==> src/rtl/enc_pkg.sv <==
// Shared types and constants for the LWE encryptor.
// Also holds the packing of message and noise into the final ciphertext entry.
package enc_pkg;

  localparam int PLAINTEXT_WIDTH    = 6;
  localparam int PLAINTEXT_MODULUS  = 64;
  localparam int CIPHERTEXT_WIDTH   = 10;
  localparam int CIPHERTEXT_MODULUS = 1024;
  localparam int DIMENSION          = 10;
  localparam int NOISE_WIDTH        = 4;
  localparam int ROW_WIDTH          = DIMENSION + 1;

  // Moduli must be powers of two so that mod reduces to truncation.
  localparam bit MODULI_OK =
    (PLAINTEXT_MODULUS == (32'd1 << PLAINTEXT_WIDTH)) &&
    (CIPHERTEXT_MODULUS == (32'd1 << CIPHERTEXT_WIDTH)) &&
    (PLAINTEXT_WIDTH + NOISE_WIDTH <= CIPHERTEXT_WIDTH);

  typedef enum logic [1:0] {
    IDLE   = 2'd0,
    ABSORB = 2'd1,
    FINAL  = 2'd2,
    DRAIN  = 2'd3
  } state_t;

  function automatic logic [CIPHERTEXT_WIDTH-1:0] embed_b(
    input logic [CIPHERTEXT_WIDTH-1:0] acc,
    input logic [PLAINTEXT_WIDTH-1:0]  m,
    input logic signed [NOISE_WIDTH-1:0] e
  );
    logic [CIPHERTEXT_WIDTH-1:0] m_ext;
    logic [CIPHERTEXT_WIDTH-1:0] e_ext;
    m_ext = {{(CIPHERTEXT_WIDTH-PLAINTEXT_WIDTH){1'b0}}, m};
    e_ext = {{(CIPHERTEXT_WIDTH-NOISE_WIDTH){e[NOISE_WIDTH-1]}}, e} << PLAINTEXT_WIDTH;
    return acc + m_ext + e_ext;
  endfunction

endpackage

==> src/rtl/mod_q_mac.sv <==
// Registered multiply-accumulate modulo 2**W with synchronous clear and enable.
module mod_q_mac #(
  parameter int W = 10
) (
  input  logic         clk,
  input  logic         rst_n,
  input  logic         clr,
  input  logic         en,
  input  logic [W-1:0] a,
  input  logic [W-1:0] b,
  output logic [W-1:0] acc
);

  logic [W-1:0] prod_s;
  logic [W-1:0] acc_r;

  assign prod_s = a * b;

  // accumulator register; clear wins over enable
  always_ff @(posedge clk) begin
    if (!rst_n) begin
      acc_r <= '0;
    end else if (clr) begin
      acc_r <= '0;
    end else if (en) begin
      acc_r <= acc_r + prod_s;
    end else begin
      acc_r <= acc_r;
    end
  end

  assign acc = acc_r;

endmodule

==> src/rtl/encrypt.sv <==
// Secret-key LWE encryptor: forwards each a_i, then emits b = <a,s> + m + p*e mod q.
// A single output register with pass-through on drain carries every ciphertext entry.
module encrypt
  import enc_pkg::*;
(
  input  logic                               clk,
  input  logic                               rst_n,
  input  logic                               start,
  input  logic [PLAINTEXT_WIDTH-1:0]         plaintext,
  input  logic signed [NOISE_WIDTH-1:0]      noise,
  output logic                               busy,
  input  logic                               in_valid,
  output logic                               in_ready,
  input  logic [CIPHERTEXT_WIDTH-1:0]        random_entry,
  input  logic [CIPHERTEXT_WIDTH-1:0]        secretkey_entry,
  output logic                               ct_valid,
  input  logic                               ct_ready,
  output logic [CIPHERTEXT_WIDTH-1:0]        ciphertext_entry,
  output logic [ROW_WIDTH-1:0]               row,
  output logic                               done
);

  if (!MODULI_OK) begin : g_bad_moduli
    $error("encrypt: moduli are not consistent powers of two");
  end

  state_t                          state_r, state_s;
  logic [ROW_WIDTH-1:0]            cnt_r, cnt_s;
  logic [PLAINTEXT_WIDTH-1:0]      m_r, m_s;
  logic signed [NOISE_WIDTH-1:0]   e_r, e_s;
  logic                            ct_valid_r, ct_valid_s;
  logic [CIPHERTEXT_WIDTH-1:0]     entry_r, entry_s;
  logic [ROW_WIDTH-1:0]            row_r, row_s;
  logic [CIPHERTEXT_WIDTH-1:0]     acc_s;
  logic                            out_free_s;
  logic                            accept_s;
  logic                            mac_clr_s;

  assign out_free_s = !ct_valid_r || ct_ready;
  assign accept_s   = (state_r == ABSORB) && in_valid && out_free_s;
  assign mac_clr_s  = (state_r == IDLE) && start;

  mod_q_mac #(.W(CIPHERTEXT_WIDTH)) u_mac (
    .clk   (clk),
    .rst_n (rst_n),
    .clr   (mac_clr_s),
    .en    (accept_s),
    .a     (random_entry),
    .b     (secretkey_entry),
    .acc   (acc_s)
  );

  // next-state and output-register next values
  always_comb begin
    state_s    = state_r;
    cnt_s      = cnt_r;
    m_s        = m_r;
    e_s        = e_r;
    ct_valid_s = ct_valid_r;
    entry_s    = entry_r;
    row_s      = row_r;
    case (state_r)
      IDLE: begin
        if (start) begin
          m_s     = plaintext;
          e_s     = noise;
          cnt_s   = {{(ROW_WIDTH-1){1'b0}}, 1'b1};
          state_s = ABSORB;
        end else begin
          state_s = IDLE;
        end
      end
      ABSORB: begin
        if (accept_s) begin
          entry_s    = random_entry;
          row_s      = cnt_r;
          ct_valid_s = 1'b1;
          cnt_s      = cnt_r + {{(ROW_WIDTH-1){1'b0}}, 1'b1};
          if (cnt_r == ROW_WIDTH'(DIMENSION)) begin
            state_s = FINAL;
          end else begin
            state_s = ABSORB;
          end
        end else if (ct_ready) begin
          ct_valid_s = 1'b0;
        end else begin
          ct_valid_s = ct_valid_r;
        end
      end
      FINAL: begin
        if (out_free_s) begin
          entry_s    = embed_b(acc_s, m_r, e_r);
          row_s      = ROW_WIDTH'(DIMENSION + 1);
          ct_valid_s = 1'b1;
          state_s    = DRAIN;
        end else begin
          state_s = FINAL;
        end
      end
      DRAIN: begin
        if (ct_valid_r && ct_ready) begin
          ct_valid_s = 1'b0;
          state_s    = IDLE;
        end else begin
          state_s = DRAIN;
        end
      end
      default: begin
        state_s    = IDLE;
        ct_valid_s = 1'b0;
      end
    endcase
  end

  // state and output registers
  always_ff @(posedge clk) begin
    if (!rst_n) begin
      state_r    <= IDLE;
      cnt_r      <= '0;
      m_r        <= '0;
      e_r        <= '0;
      ct_valid_r <= 1'b0;
      entry_r    <= '0;
      row_r      <= '0;
    end else begin
      state_r    <= state_s;
      cnt_r      <= cnt_s;
      m_r        <= m_s;
      e_r        <= e_s;
      ct_valid_r <= ct_valid_s;
      entry_r    <= entry_s;
      row_r      <= row_s;
    end
  end

  // done marks the downstream acceptance of b itself, so it is a handshake term
  assign done             = (state_r == DRAIN) && ct_valid_r && ct_ready;
  assign busy             = (state_r != IDLE);
  assign in_ready         = (state_r == ABSORB) && out_free_s;
  assign ct_valid         = ct_valid_r;
  assign ciphertext_entry = entry_r;
  assign row              = row_r;

endmodule

==> config.mk <==
export PLATFORM = sky130hd
export DESIGN_NAME = encrypt
export DESIGN_NICKNAME = d
export VERILOG_FILES = /design/src/rtl/enc_pkg.sv /design/src/rtl/mod_q_mac.sv /design/src/rtl/encrypt.sv
export SDC_FILE = /design/constraint.sdc
export NUM_CORES = 1
export LEC_CHECK = 0
export CAP_MARGIN = 25
export CELL_PAD_IN_SITES_DETAIL_PLACEMENT = 1
export CELL_PAD_IN_SITES_GLOBAL_PLACEMENT = 2
export CORE_MARGIN = 3
export CORE_UTILIZATION = 36
export CTS_CLUSTER_SIZE = 24
export DETAILED_ROUTE_END_ITERATION = 7
export GPL_TIMING_DRIVEN = 0
export PLACE_DENSITY_LB_ADDON = 0.1
export REMOVE_ABC_BUFFERS = 1
export SYNTH_ARGS = -nofsm -noshare
export SYNTH_HDL_FRONTEND = slang
export SYNTH_SLANG_ARGS = --single-unit
==> constraint.sdc <==
create_clock -name clk -period 11.3 [get_ports clk]
set_input_delay 1.695 -clock clk [delete_from_list [all_inputs] [get_ports clk]]
set_output_delay 1.695 -clock clk [all_outputs]
set_load 0.02 [all_outputs]
==> results of run 1 <==
metal layers:
metal | track usage (%) | part of all wire [%] | vias to the layer above
met5 | 0 | 0 | -
met4 | 3.521 | 0.95 | 0
met3 | 1.947 | 2.1 | 7
met1 | 22.90 | 44 | 1790
li1 | - | - | 1789
met2 | 34.80 | 53 | 44
per-stage QoR:
stage                     instance area, um^2  total power, W  std cells  worst slack, ns  util [%]
after global placement                   4972       0.0005142        697            4.595     43.18
after floorplan                          4203       0.0004423        495            5.647         -
after CTS                                5154       0.0007156        705            4.807     44.75
after global routing                     5181       0.0007628        706            4.597     44.99
final                                    5181       0.0007031        706            4.903     44.99
after detailed placement                 4976       0.0005274        697            4.513     43.21
worst min-delay path by stage:
stage / start / slack [ns] / end / depth (start not counted)
after floorplan: e_r[0] / 0.44 / e_r[0] / 2
after global placement: ciphertext_entry[1] / 0.44 / ciphertext_entry[1] / 2
after detailed placement: m_r[4] / 0.46 / m_r[4] / 2
after CTS: m_r[4] / 0.47 / m_r[4] / 2
after global routing: m_r[3] / 0.48 / m_r[3] / 2
final: m_r[3] / 0.47 / m_r[3] / 2
power by group through the flow:
stage	sequential [W]	clock [W]	combinational, W
2_1_floorplan	0.000217	0	0.000225
3_3_place_gp	0.000216	0	0.000298
3_5_place_dp	0.000217	0	0.000311
4_1_cts	0.000212	0.000189	0.000314
5_1_grt	0.000214	0.000196	0.000353
6_report	0.000212	0.000184	0.000306
cell type report:
type / count / area [um^2]
Sequential cell: 55 / 1101
Clock buffer: 6 / 138.9
Fill cell: 1359 / 6335
Inverter: 57 / 214.0
Tap cell: 143 / 178.9
Timing Repair Buffer: 60 / 618.1
Multi-Input combinational cell: 383 / 2892
Clock inverter: 2 / 38.79
state kept, by name, indices dropped and copies added (netlist names):
name              count
state_r               2
ciphertext_entry     10
cnt_r                11
row                  11
ct_valid              1
u_mac.acc            10
m_r                   6
e_r                   4
cell usage in the layout (no fill, tap or decap), types with 4 or more instances in the layout:
master | synthesis | final
a211oi_1 | 5 | 5
clkbuf_16 | 0 | 5
o21ai_1 | 4 | 4
xor2_1 | 10 | 10
dfxtp_1 | 55 | 55
a21o_1 | 7 | 7
nand3_1 | 4 | 4
a21oi_1 | 34 | 33
nor2b_1 | 9 | 9
or3_1 | 5 | 5
xnor2_1 | 16 | 16
ha_1 | 39 | 39
clkdlybuf4s50_1 | 0 | 59
fa_1 | 31 | 31
o21ai_0 | 12 | 12
nand2_1 | 94 | 94
nand2b_1 | 5 | 5
nor3_1 | 6 | 6
and2_1 | 19 | 19
nor2_1 | 35 | 35
a22oi_1 | 8 | 8
inv_1 | 56 | 56
logic make-up after synthesis:
kind of cell / after synthesis / share of synthesized area [%]
xor gates and xnor gates: 30 / 7.264
DFF: 55 / 25.67
adders and majority gates: 70 / 25.85
and+or+nand+nor: 190 / 20.19
AOI/OAI and AO/OA: 93 / 14.03
buffers and inverters: 78 / 7.001
worst min-delay path: stages (launching register included):
cell and delay [ns]:
dfxtp_1 0.32, nand2_1 0.05, a21oi_1 0.05
cells in the mapped netlist (2+ instances only):
cell type,number
fa_1,31
nand2_1,94
xor2_1,10
or3_1,5
buf_2,3
o21ai_0,12
nand2b_1,5
inv_1,56
a22oi_1,8
xnor2_1,16
o221a_2,2
a21o_1,7
o21ai_1,4
nand3_1,4
a211oi_1,5
a311oi_1,2
o211ai_1,3
a221oi_1,2
and3_1,3
clkbuf_1,17
and2_1,19
o21a_1,2
a21oi_1,34
nor2b_1,9
nand4b_1,2
xnor3_1,3
o311a_1,2
nand4_1,3
a31oi_1,3
nor3_1,6
nor2_1,35
dfxtp_1,55
ha_1,39
==> flow_metrics.env, run 1 <==
export IMPL_outcome="finished, final reports clean"
export IMPL_tightestPinTransition_ns=0.9683
export IMPL_die_w_um=115.2
export IMPL_ys_types=48
export IMPL_r2r_start="u_mac.acc[5]"
export IMPL_cp_start_kind="input pin"
export IMPL_drt_iter0_markers=95
export IMPL_grt_overflow=0
export IMPL_antenna_found_initial=0
export IMPL_grt_pass1_wl_mm=19.57
export IMPL_vias=3630
export IMPL_route_detailed_drc=0
export IMPL_layout_drive_gt1_share_pct=3.020
export IMPL_startpoint="random_entry[3]"
export IMPL_routed_wl_mm=11.52
export IMPL_diodes=0
export IMPL_crit_path_cell_trace="clkdlybuf4s50_1 -> nand2_1 -> fa_1 -> inv_1 -> fa_1 -> fa_1 -> fa_1 -> inv_1 -> fa_1 -> inv_1 -> ha_1 -> or4_1 -> a31oi_1 -> xnor2_1 -> nand2_1 -> a21oi_2"
export IMPL_hold_viol=0
export IMPL_clock_path_buffers=2
export IMPL_syn_mean_instance_area_um2=8.312
export IMPL_internal_power_w=0.0004642
export IMPL_synth_top_area_share_pct=25.67
export IMPL_async_flop_share_pct=0
export IMPL_die_y_um=115.2
export IMPL_hold_buffers=0
export IMPL_rsz0062_at_grt="no"
export IMPL_clock_sinks=55
export IMPL_clkLatencyLatePin_ns=0.29
export IMPL_max_stage_delay_ns=0.70
export IMPL_rows=39
export IMPL_layout_nets=667
export IMPL_initial_core_util_pct=37.24
export IMPL_switchingPower_w=0.0002388
export IMPL_portBuffers=59
export IMPL_cpLargestDelayFamily="adder cells"
export IMPL_crit_path_end="u_mac.acc[9]"
export IMPL_swShare_pct=33.97
export IMPL_post_route_min_period_ns=6.397
export IMPL_drtAntennaViolNets=0
export IMPL_die_area_um2=13260
export IMPL_yosysWarnings=0
export IMPL_cts_reportedPaths_clkPinSlew_ns=0.07
export IMPL_worst_path_max_delay_cell="clkdlybuf4s50_1"
export IMPL_critical_path_cell_count=16
export IMPL_fin_worst_skew_ns=0.007079
export IMPL_ir_drop_v=0.00008137
export IMPL_synth_edff_count=0
export IMPL_yosys_top_cells_area="dfxtp_1, fa_1, ha_1, nand2_1, inv_1"
export IMPL_firstDrtPassIters=4
export IMPL_cp_max_fo=8
export IMPL_pwr_share_clk_pct=26.2
export IMPL_cp_buffers_inverters=4
export IMPL_finalCritPeriodShare_pct=56.61
export IMPL_grt_pass1_vias=3987
export IMPL_cts_buffers=5
export IMPL_seq_power_share_pct=30.2
export IMPL_reg2reg_to="u_mac.acc[9]"
export IMPL_grt_max_degree=32
export IMPL_ioPinCount=60
export IMPL_synth_cells=516
export IMPL_drv_cap=0
export IMPL_cellLeakagePower_nw=2.242
export IMPL_place_congestion=0.7695
export IMPL_hp_class="reg2reg"
export IMPL_synth_ff_type="dfxtp_1"
export IMPL_synth_largest_area_cell="dfxtp_1"
export IMPL_wl_per_cell_um=16.32
export IMPL_syn_to_final_growth_pct=20.80
export IMPL_drv_slew=0
export IMPL_worst_slew_margin_rel_pct=35.31
export IMPL_hpwl_mm=9.138
export IMPL_worst_setup_path_end_kind="flop"
export IMPL_crit_type="in2reg"
export IMPL_cts_tree="built"
export IMPL_cts_setup_buffers=0
export IMPL_reg2reg_slack_ns=7.61
export IMPL_required_ns=11.51
export IMPL_max_freq_mhz=156.3
export IMPL_core_um2=11520
export IMPL_power_density_nw_per_um2=135.7
export IMPL_comb_power_share_pct=43.6
export IMPL_finalSetupTns_ns=0
export IMPL_cp_data_arrival_time_ns=6.61
export IMPL_worst_r2r_cell_count=13
export IMPL_setup_violations=0
export IMPL_root_buffer="clkbuf_16"
export IMPL_track_usage_pct=18.52
export IMPL_synth_seq_area_share_pct=25.67
export IMPL_netlist_area_um2=4289
export IMPL_cpMostUsedCell="fa_1"
export IMPL_cts_resized_gates=0
export IMPL_ys_seq_elements=55
export IMPL_whs_ns=0.4656
export IMPL_viasPerCell=5.142
export IMPL_h_tree_depth=2
Note: power is estimated with default switching activity, not from simulation.
==> run 2: changes to the inputs <==
- CORE_UTILIZATION: 36 -> 30
- clock period: 11.3 -> 5.7 ns (I/O delays scaled with it)
==> run 2 against run 1 <==
Final cell count up 5.5%. Total power up 99%. Non-clock buffer count up 2. Clock power up 100%. Register-to-register slack worse by 5.6 ns. Worst hold slack worse by 0.0046 ns. Sequential share of layout area down 0.31 points. First-iteration DRC count up 25%. Critical path depth down 2. Critical endpoint unchanged.
==> flow_metrics.env, run 2 (synthesis results as in run 1) <==
export IMPL_clock_sinks=55
export IMPL_firstDrtPassIters=4
export IMPL_hpwl_mm=9.619
export IMPL_routed_wl_mm=11.94
export IMPL_ioPinCount=60
export IMPL_rows=43
export IMPL_grt_overflow=0
export IMPL_final_util_pct=37.74
export IMPL_worst_setup_path_end_kind="flop"
export IMPL_power_density_nw_per_um2=265.6
export IMPL_drt_iter0_markers=119
export IMPL_layout_drive_gt1_share_pct=3.186
export IMPL_vias=3645
export IMPL_die_w_um=125.6
export IMPL_worst_slew_margin_rel_pct=35.55
export IMPL_setup_violations=0
export IMPL_place_congestion=0.7597
export IMPL_worst_path_max_delay_cell="clkdlybuf4s50_1"
export IMPL_drv_slew=0
export IMPL_layout_nets=669
export IMPL_die_y_um=125.6
export IMPL_drtAntennaViolNets=0
export IMPL_hold_viol=0
export IMPL_ir_drop_v=0.0001333
export IMPL_clkLatencyLatePin_ns=0.31
export IMPL_wl_per_cell_um=16.02
export IMPL_grt_pass1_wl_mm=20.20
export IMPL_finalSetupTns_ns=0
export IMPL_drv_cap=0
export IMPL_cp_start_kind="input pin"
export IMPL_tightestPinTransition_ns=0.9667
export IMPL_finalCritPeriodShare_pct=93.94
export IMPL_syn_to_final_growth_pct=22.61
export IMPL_cp_data_arrival_time_ns=5.58
export IMPL_root_buffer="clkbuf_16"
export IMPL_cp_max_fo=5
export IMPL_critical_path_cell_count=14
export IMPL_fill_cells=1665
export IMPL_antenna_found_initial=0
export IMPL_r2r_start="u_mac.acc[5]"
export IMPL_cp_buffers_inverters=1
export IMPL_fin_worst_skew_ns=0.009136
export IMPL_final_cell_mix="nand2_1, inv_1, dfxtp_1"
export IMPL_grt_pass1_vias=3952
export IMPL_cts_reportedPaths_clkPinSlew_ns=0.08
export IMPL_clock_path_buffers=2
export IMPL_initial_core_util_pct=30.78
export IMPL_grt_max_degree=25
export IMPL_portBuffers=59
export IMPL_cpMostUsedCell="fa_1"
export IMPL_viasPerCell=4.893
export IMPL_cellLeakagePower_nw=2.333
export IMPL_route_detailed_drc=0
export IMPL_die_area_um2=15770
export IMPL_required_ns=5.92
export IMPL_diodes=0
export IMPL_finalPower_w=0.001397
export IMPL_cpLargestDelayFamily="adder cells"
export IMPL_worst_r2r_cell_count=13
export IMPL_hp_start="ciphertext_entry[1]"
export IMPL_crit_path_cell_trace="clkdlybuf4s50_1 -> nand2_1 -> fa_1 -> fa_1 -> fa_1 -> fa_1 -> fa_1 -> xor2_1 -> xnor3_1 -> xnor3_1 -> xnor3_1 -> xnor2_1 -> nand2_1 -> a21oi_2"
export IMPL_cts_buffers=5
export IMPL_outcome="finished, final reports clean"
export IMPL_startpoint="random_entry[6]"
export IMPL_max_stage_delay_ns=0.59
export IMPL_hp_class="reg2reg"
export IMPL_whs_path_depth=2
export IMPL_crit_type="in2reg"
export IMPL_cts_tree="built"
export IMPL_track_usage_pct=15.59
export IMPL_core_um2=13930
export IMPL_h_tree_depth=2
export IMPL_max_freq_mhz=186.8
export IMPL_rsz0062_at_grt="no"
export IMPL_post_route_min_period_ns=5.355
export IMPL_final_common_cell="nand2_1"
-- run 2: cell types whose count changed in the layout (fill, tap and decap cells not counted) --
cell,delta
dlymetal6s2s_1,+9
buf_4,+2
clkbuf_8,-1
a21oi_1,+1
clkdlybuf4s50_1,-9
inv_8,+1
a21oi_2,-1
-- run 2: worst min-delay path, cell delays in order (launching register included) --
cell	delay, ns
dfxtp_1	0.32
nand2_1	0.05
a21oi_1	0.05
-- run 2: repair_timing --
item                                    in CTS  in global routing
gates resized for setup                      0                  9
buffers inserted                             0                  0
endpoints found under the setup margin       0                  1
hold buffers                                 0                  0
-- run 2: stage by stage --
step | hold slack, ns | cells | setup WS [ns] | instance area, um^2
2_1_floorplan | 0.4406 | 495 | 0.8874 | 4203
3_3_place_gp | 0.4448 | 734 | -0.2148 | 5019
3_5_place_dp | 0.4585 | 736 | -0.2525 | 5054
4_1_cts | 0.4704 | 744 | 0.04432 | 5229
5_1_grt | 0.4895 | 745 | 0.06163 | 5259
6_report | 0.4610 | 745 | 0.3454 | 5259
-- run 2: final timing paths --
kind / slack [ns] / endpoint
max: 0.35 / u_mac.acc[9]
min reg2reg: 0.46 / ciphertext_entry[1]
min: 0.46 / ciphertext_entry[1]
max reg2reg: 1.98 / u_mac.acc[9]
-- run 2: per-layer routing --
layer	vias to the layer above	wire, um	GRT usage, %
met3	12	182	1.666
met5	-	0	0
met4	0	178	3.316
met1	1805	5637	20.37
li1	1791	-	-
met2	37	5936	27.78
-- run 2: power by group --
part	internal, W	switching (W)
clock network	0.000213	0.000164
registers	0.000402	0.0000181
logic	0.000293	0.000307
-- run 2: area by class of cell --
cell class                      instances  area [um^2]  share of cell area [%]
Clock inverter                          3        50.05                  0.9517
Multi-Input combinational cell        383         2888                   54.91
Timing Repair Buffer                   62        655.6                   12.47
Clock buffer                            5        125.1                   2.379
Tap cell                              180        225.2                   4.283
Inverter                               57        214.0                   4.069
Sequential cell                        55         1101                   20.94
==> RTL edit 1 (flow settings as in run 2) <==
Add an input register stage for `secretkey_entry`, with the module's reset; this delays it by one clock. The other inputs are not delayed to match.
--- a/src/rtl/encrypt.sv
+++ b/src/rtl/encrypt.sv
@@ -21,2 +21,12 @@
 );
+
+  logic [CIPHERTEXT_WIDTH-1:0] secretkey_entry_q;
+
+  always_ff @(posedge clk) begin
+    if (!rst_n) begin
+      secretkey_entry_q <= '0;
+    end else begin
+      secretkey_entry_q <= secretkey_entry;
+    end
+  end
 
@@ -48,3 +58,3 @@
     .a     (random_entry),
-    .b     (secretkey_entry),
+    .b     (secretkey_entry_q),
     .acc   (acc_s)
Check against the original RTL: same outputs for any inputs over 10 cycles, from zero or initial values and one cycle with rst_n low; that may be too few to reach the edited logic, so the function may still have changed.
==> RTL edit 1 against run 2 <==
  * Design area is 7.2% higher
  * Critical path depth unchanged
  * Area after synthesis increased by 6.1%
  * Sequential cell count up 10
  * Register-to-register slack worse by 1100 ps
  * Synthesized cell count is 4.7% higher
  * Wire length up 6.5%
  * Total power grew 2.6%
  * Sequential share of layout area rose by 2.1 points
  * Setup slack worse by 140 ps
  * Die area increased by 5.8%
  * Critical path type unchanged
==> RTL edit 1: results (changes against run 2) <==
| Metric | Value |
|---|---|
| Worst r2r path cells | 13 (unchanged) |
| Ys async rst share | 0% (unchanged) |
| Slew Limit Headroom | 41.5% (was 35.6%) |
| Final Non-Filler Cells | 779 (was 745) |
| ANT cells | 0 (unchanged) |
| Synth cell count leaders | nand2_1, dfxtp_1, inv_1, ha_1, nor2_1 (was nand2_1, inv_1, dfxtp_1, ha_1, nor2_1) |
| Worst min path class | register to register (unchanged) |
| Clk pin slew, worst setup/hold paths | 60 ps (was 80 ps) |
| Hold Path Depth | 2 (unchanged) |
| Syn_area_per_cell | 8.42 µm² (was 8.31 µm²) |
| Top Family by Delay on Critical Path | adder cells (unchanged) |
| Placed Instances | 763 (was 736) |
| Sequential area share after synthesis | 28.6% (was 25.7%) |
| Ys flop type | dfxtp_1 (unchanged) |
| # port buffers | 59 (unchanged) |
| Layout Nets | 695 (was 669) |
| Root Buffer | clkbuf_16 (unchanged) |
| Max stage delay on crit path | 660 ps (was 590 ps) |
| Flop-to-flop setup slack | 860 ps (was 1980 ps) |
| Bufs on Longest Clock Path | 2 (unchanged) |
| Max FO, Critical Path | 6 (was 5) |
| Max rail drop VDD | 128 µV (was 133 µV) |
| Postcts setup bufs | 0 (unchanged) |
| Final period util | 96.4% (was 93.9%) |
| CP Data Arrival Time | 5750 ps (was 5580 ps) |
| Clock Latency Late Sink | 340 ps (was 310 ps) |
| CTS HTree Levels | 3 (was 2) |
| Global-route wire length before repair | 21600 µm (was 20200 µm) |
| Iter 0 DRT Violations | 93 (was 119) |
| Synth Warn # | 0 (unchanged) |
| 1st-pass router iterations | 4 (unchanged) |
| Slowest stage cell, crit path | clkdlybuf4s50_1 (unchanged) |
| Layout cell share with drive strength beyond 1 | 4.03% (was 3.19%) |
| Vias in the first global route | 4128 (was 3952) |
| Dpl ws | -320 ps (was -252 ps) |
| Initial antenna violation count | 0 (unchanged) |
| Gpl congestion | 0.803 (was 0.760) |
| Area contributors post-synth | dfxtp_1, fa_1, ha_1 (unchanged) |
| Status | completed (unchanged) |
| HPWL after DPL | 10000 µm (was 9620 µm) |
| Total track usage | 16.7% (was 15.6%) |
| Netlist cell types | 43 (was 48) |
| Worst Skew | 6.03 ps (was 9.14 ps) |
| WL per Instance | 16.3 µm (was 16.0 µm) |
| Leak | 0.00239 µW (was 0.00233 µW) |
| Via/cell ratio | 4.77 (was 4.89) |
| Largest net degree at the start of global routing | 21 (was 25) |
| PostCTS Resize Cnt | 0 (unchanged) |
| Num CTS Buffers | 9 (was 5) |
[RTL edit 1: layout make-up]
| type | instances | area (µm²) |
|---|---|---|
| Fill cell | 1711 | 9060 |
| Tap cell | 184 | 230 |
| Clock inverter | 5 | 62.6 |
| Sequential cell | 65 | 1300 |
| Clock buffer | 11 | 253 |
| Multi-Input combinational cell | 394 | 2930 |
| Timing Repair Buffer | 61 | 642 |
| Inverter | 59 | 221 |
[RTL edit 1: where the power goes]
group          leakage [µW]  internal, µW  switching [µW]
logic               0.00171           170             189
clock network      0.000148           364             215
registers          0.000531           474            21.9
total               0.00239          1010             426
[RTL edit 1: cell families after synthesis]
family,after synthesis,share of synthesized area [%]
simple gates,204,20.7
compound gates,83,11.2
buf+inv,81,7.15
fa+ha+maj,70,24.4
flops,65,28.6
xor+xnor,37,8.03
[RTL edit 1: path summary, 6_finish.rpt]
| kind | from | end |
|---|---|---|
| setup / recovery | random_entry[5] | u_mac.acc[9] |
| hold / removal | ciphertext_entry[1] | ciphertext_entry[1] |
| setup reg to reg | secretkey_entry_q[3] | u_mac.acc[9] |
| hold reg to reg | ciphertext_entry[1] | ciphertext_entry[1] |
[RTL edit 1: metal layers]
metal	GRT usage [%]	share of wire (%)	vias to the layer above
li1	-	-	1840
met1	21.4	47	1828
met2	29.0	50	37
met3	2.68	1.9	11
met4	4.82	1.1	0
met5	0	0	-
[RTL edit 1: worst register-to-register path, delay by kind of cell, from the launching register on]
family                   cells  cell delay, ps
adder cells (fa/ha/maj)      5            2510
XOR/XNOR                     5            1340
AO/OA/AOI/OAI                1             150
AND/OR/NAND/NOR              2             220
flip-flops                   1             530
[RTL edit 1: stage by stage]
stage / instance area (µm²) / TNS (ps) / hold WS [ps] / util (%)
detailed placement: 5310 / -320 / 449 / 36.1
global route: 5640 / 0 / 475 / 38.4
floorplan: 4450 / 0 / 441 / -
finish: 5640 / 0 / 458 / 38.4
global placement: 5270 / -246 / 445 / 35.8
CTS: 5630 / 0 / 462 / 38.3
==> RTL edit 2 (config.mk and constraints of run 2) <==
Made on the original files. Change the package constant `DIMENSION` from 10 to 9.
--- a/src/rtl/enc_pkg.sv
+++ b/src/rtl/enc_pkg.sv
@@ -8,3 +8,3 @@
   localparam int CIPHERTEXT_MODULUS = 1024;
-  localparam int DIMENSION          = 10;
+  localparam int DIMENSION          = 9;
   localparam int NOISE_WIDTH        = 4;
Ports: changed (resized row); port bits go from 60 to 59. No check against the original RTL was run, so the function may have changed too.
==> RTL edit 2 against run 2 <==
  * Die area rose by 0.39%
  * Fmax fell by 0.15%
  * Total power fell by 6.2%
  * Cell count rose by 0.54%
  * Setup slack got worse by 8.1 ps
  * Wire length fell by 1.0%
  * Clock skew barely moved
  * Design area fell by 0.31%
  * Clock power fell by 17%
  * Area after synthesis rose by 0.41%
  * Sequential cell count fell by 2
==> RTL edit 2: results (changes against run 2) <==
| Metric | Value |
|---|---|
| Mapped Cells | 521 (was 516) |
| P per Cell Area | 250 nW/µm² (was 266 nW/µm²) |
| Post-synthesis compound-gate area fraction | 13.4% (was 14.0%) |
| Worst r2r path cells | 14 (was 13) |
| Worst Skew | 9.14 ps (about the same) |
| Xor and xnor fraction of the mapped netlist area | 7.84% (was 7.26%) |
| Post-Synth Adder-Cell Area | 25.7% (was 25.8%) |
| Global-route wire length before repair | 20000 µm (was 20200 µm) |
| Reg2reg start | u_mac.acc[6] (was u_mac.acc[5]) |
| Gpl congestion | 0.798 (was 0.760) |
| Area of placed instances | 5080 µm² (was 5050 µm²) |
| Met3 wire len | 291 µm (was 182 µm) |
| Placed Instances | 741 (was 736) |
| WL per Instance | 15.8 µm (was 16.0 µm) |
| Hold WS | 454 ps (was 461 ps) |
| Routed WL | 11800 µm (was 11900 µm) |
| PostCTS Resize Cnt | 3 (was 0) |
| Area contributors post-synth | dfxtp_1, fa_1, ha_1 (unchanged) |
| Post-synthesis mux area share | 0% (unchanged) |
| Layout Nets | 673 (was 669) |
| Via/cell ratio | 4.77 (was 4.89) |
| Total track usage | 15.5% (was 15.6%) |
| Flop-to-flop setup slack | 2120 ps (was 1980 ps) |
| DR WL met2 | 5470 µm (was 5940 µm) |
| Status | completed (unchanged) |
| Initial antenna violation count | 0 (unchanged) |
| # port buffers | 58 (was 59) |
| Dpl ws | -319 ps (was -252 ps) |
| HPWL after DPL | 9620 µm (about the same) |
| Sequential area share after synthesis | 24.6% (was 25.7%) |
| Layout cell share with drive strength beyond 1 | 3.16% (was 3.19%) |
| Clk pin slew, worst setup/hold paths | 80 ps (about the same) |
| Leak | 0.00234 µW (was 0.00233 µW) |
| Max rail drop VDD | 112 µV (was 133 µV) |
| Slew Limit Headroom | 36.4% (was 35.6%) |
| Synth cell count leaders | nand2_1, inv_1, dfxtp_1, ha_1, fa_1 (was nand2_1, inv_1, dfxtp_1, ha_1, nor2_1) |
| CP Data Arrival Time | 5590 ps (was 5580 ps) |
| Largest net degree at the start of global routing | 27 (was 25) |
| Metal-1 WL | 5950 µm (was 5640 µm) |
| Netlist cell types | 46 (was 48) |
==> RTL edit 2: logic make-up after synthesis <==
| kind of cell | after synthesis |
|---|---|
| and+or+nand+nor | 186 |
| buffers and inverters | 91 |
| AOI/OAI and AO/OA | 88 |
| adders and majority gates | 70 |
| DFF | 53 |
| xor gates and xnor gates | 33 |
==> RTL edit 2: final cells by class <==
class	count	area (µm²)	area share, %
Clock buffer	5	125	2.39
Clock inverter	3	22.5	0.430
Inverter	70	263	5.01
Multi-Input combinational cell	377	2900	55.4
Sequential cell	53	1060	20.2
Tap cell	180	225	4.30
Timing Repair Buffer	61	642	12.2
==> RTL edit 2: worst max-delay path by stage <==
| stage | slack, ps | endpoint | depth (start not counted) |
|---|---|---|---|
| floorplan | 660 | u_mac.acc[9] | 17 |
| global placement | -430 | u_mac.acc[9] | 18 |
| detailed placement | -320 | u_mac.acc[9] | 18 |
| CTS | 4 | u_mac.acc[9] | 18 |
| finish | 340 | u_mac.acc[9] | 18 |
| global route | 10 | u_mac.acc[9] | 18 |
==> RTL edit 2: routing by layer <==
layer  GRT usage [%]  vias to the layer above
li1                -                     1782
met2            25.8                       43
met4            2.84                        0
met5               0                        -
met3            2.16                        5
met1            21.9                     1740
==> RTL edit 2: critical path, stage by stage <==
cell	delay, ps
dlygate4sd2_1	380
nand2_1	120
fa_1	510
inv_1	50
fa_1	500
inv_1	50
fa_1	490
inv_1	80
fa_1	530
inv_1	50
fa_1	450
xor2_1	190
xnor3_1	320
xnor3_1	380
xnor3_1	230
xnor2_1	160
nand2_1	90
a21oi_2	120
==> RTL edit 2: report_power, final <==
group	switching (µW)	internal, µW
clock network	147	164
logic	311	284
registers	17.1	387
total	476	835
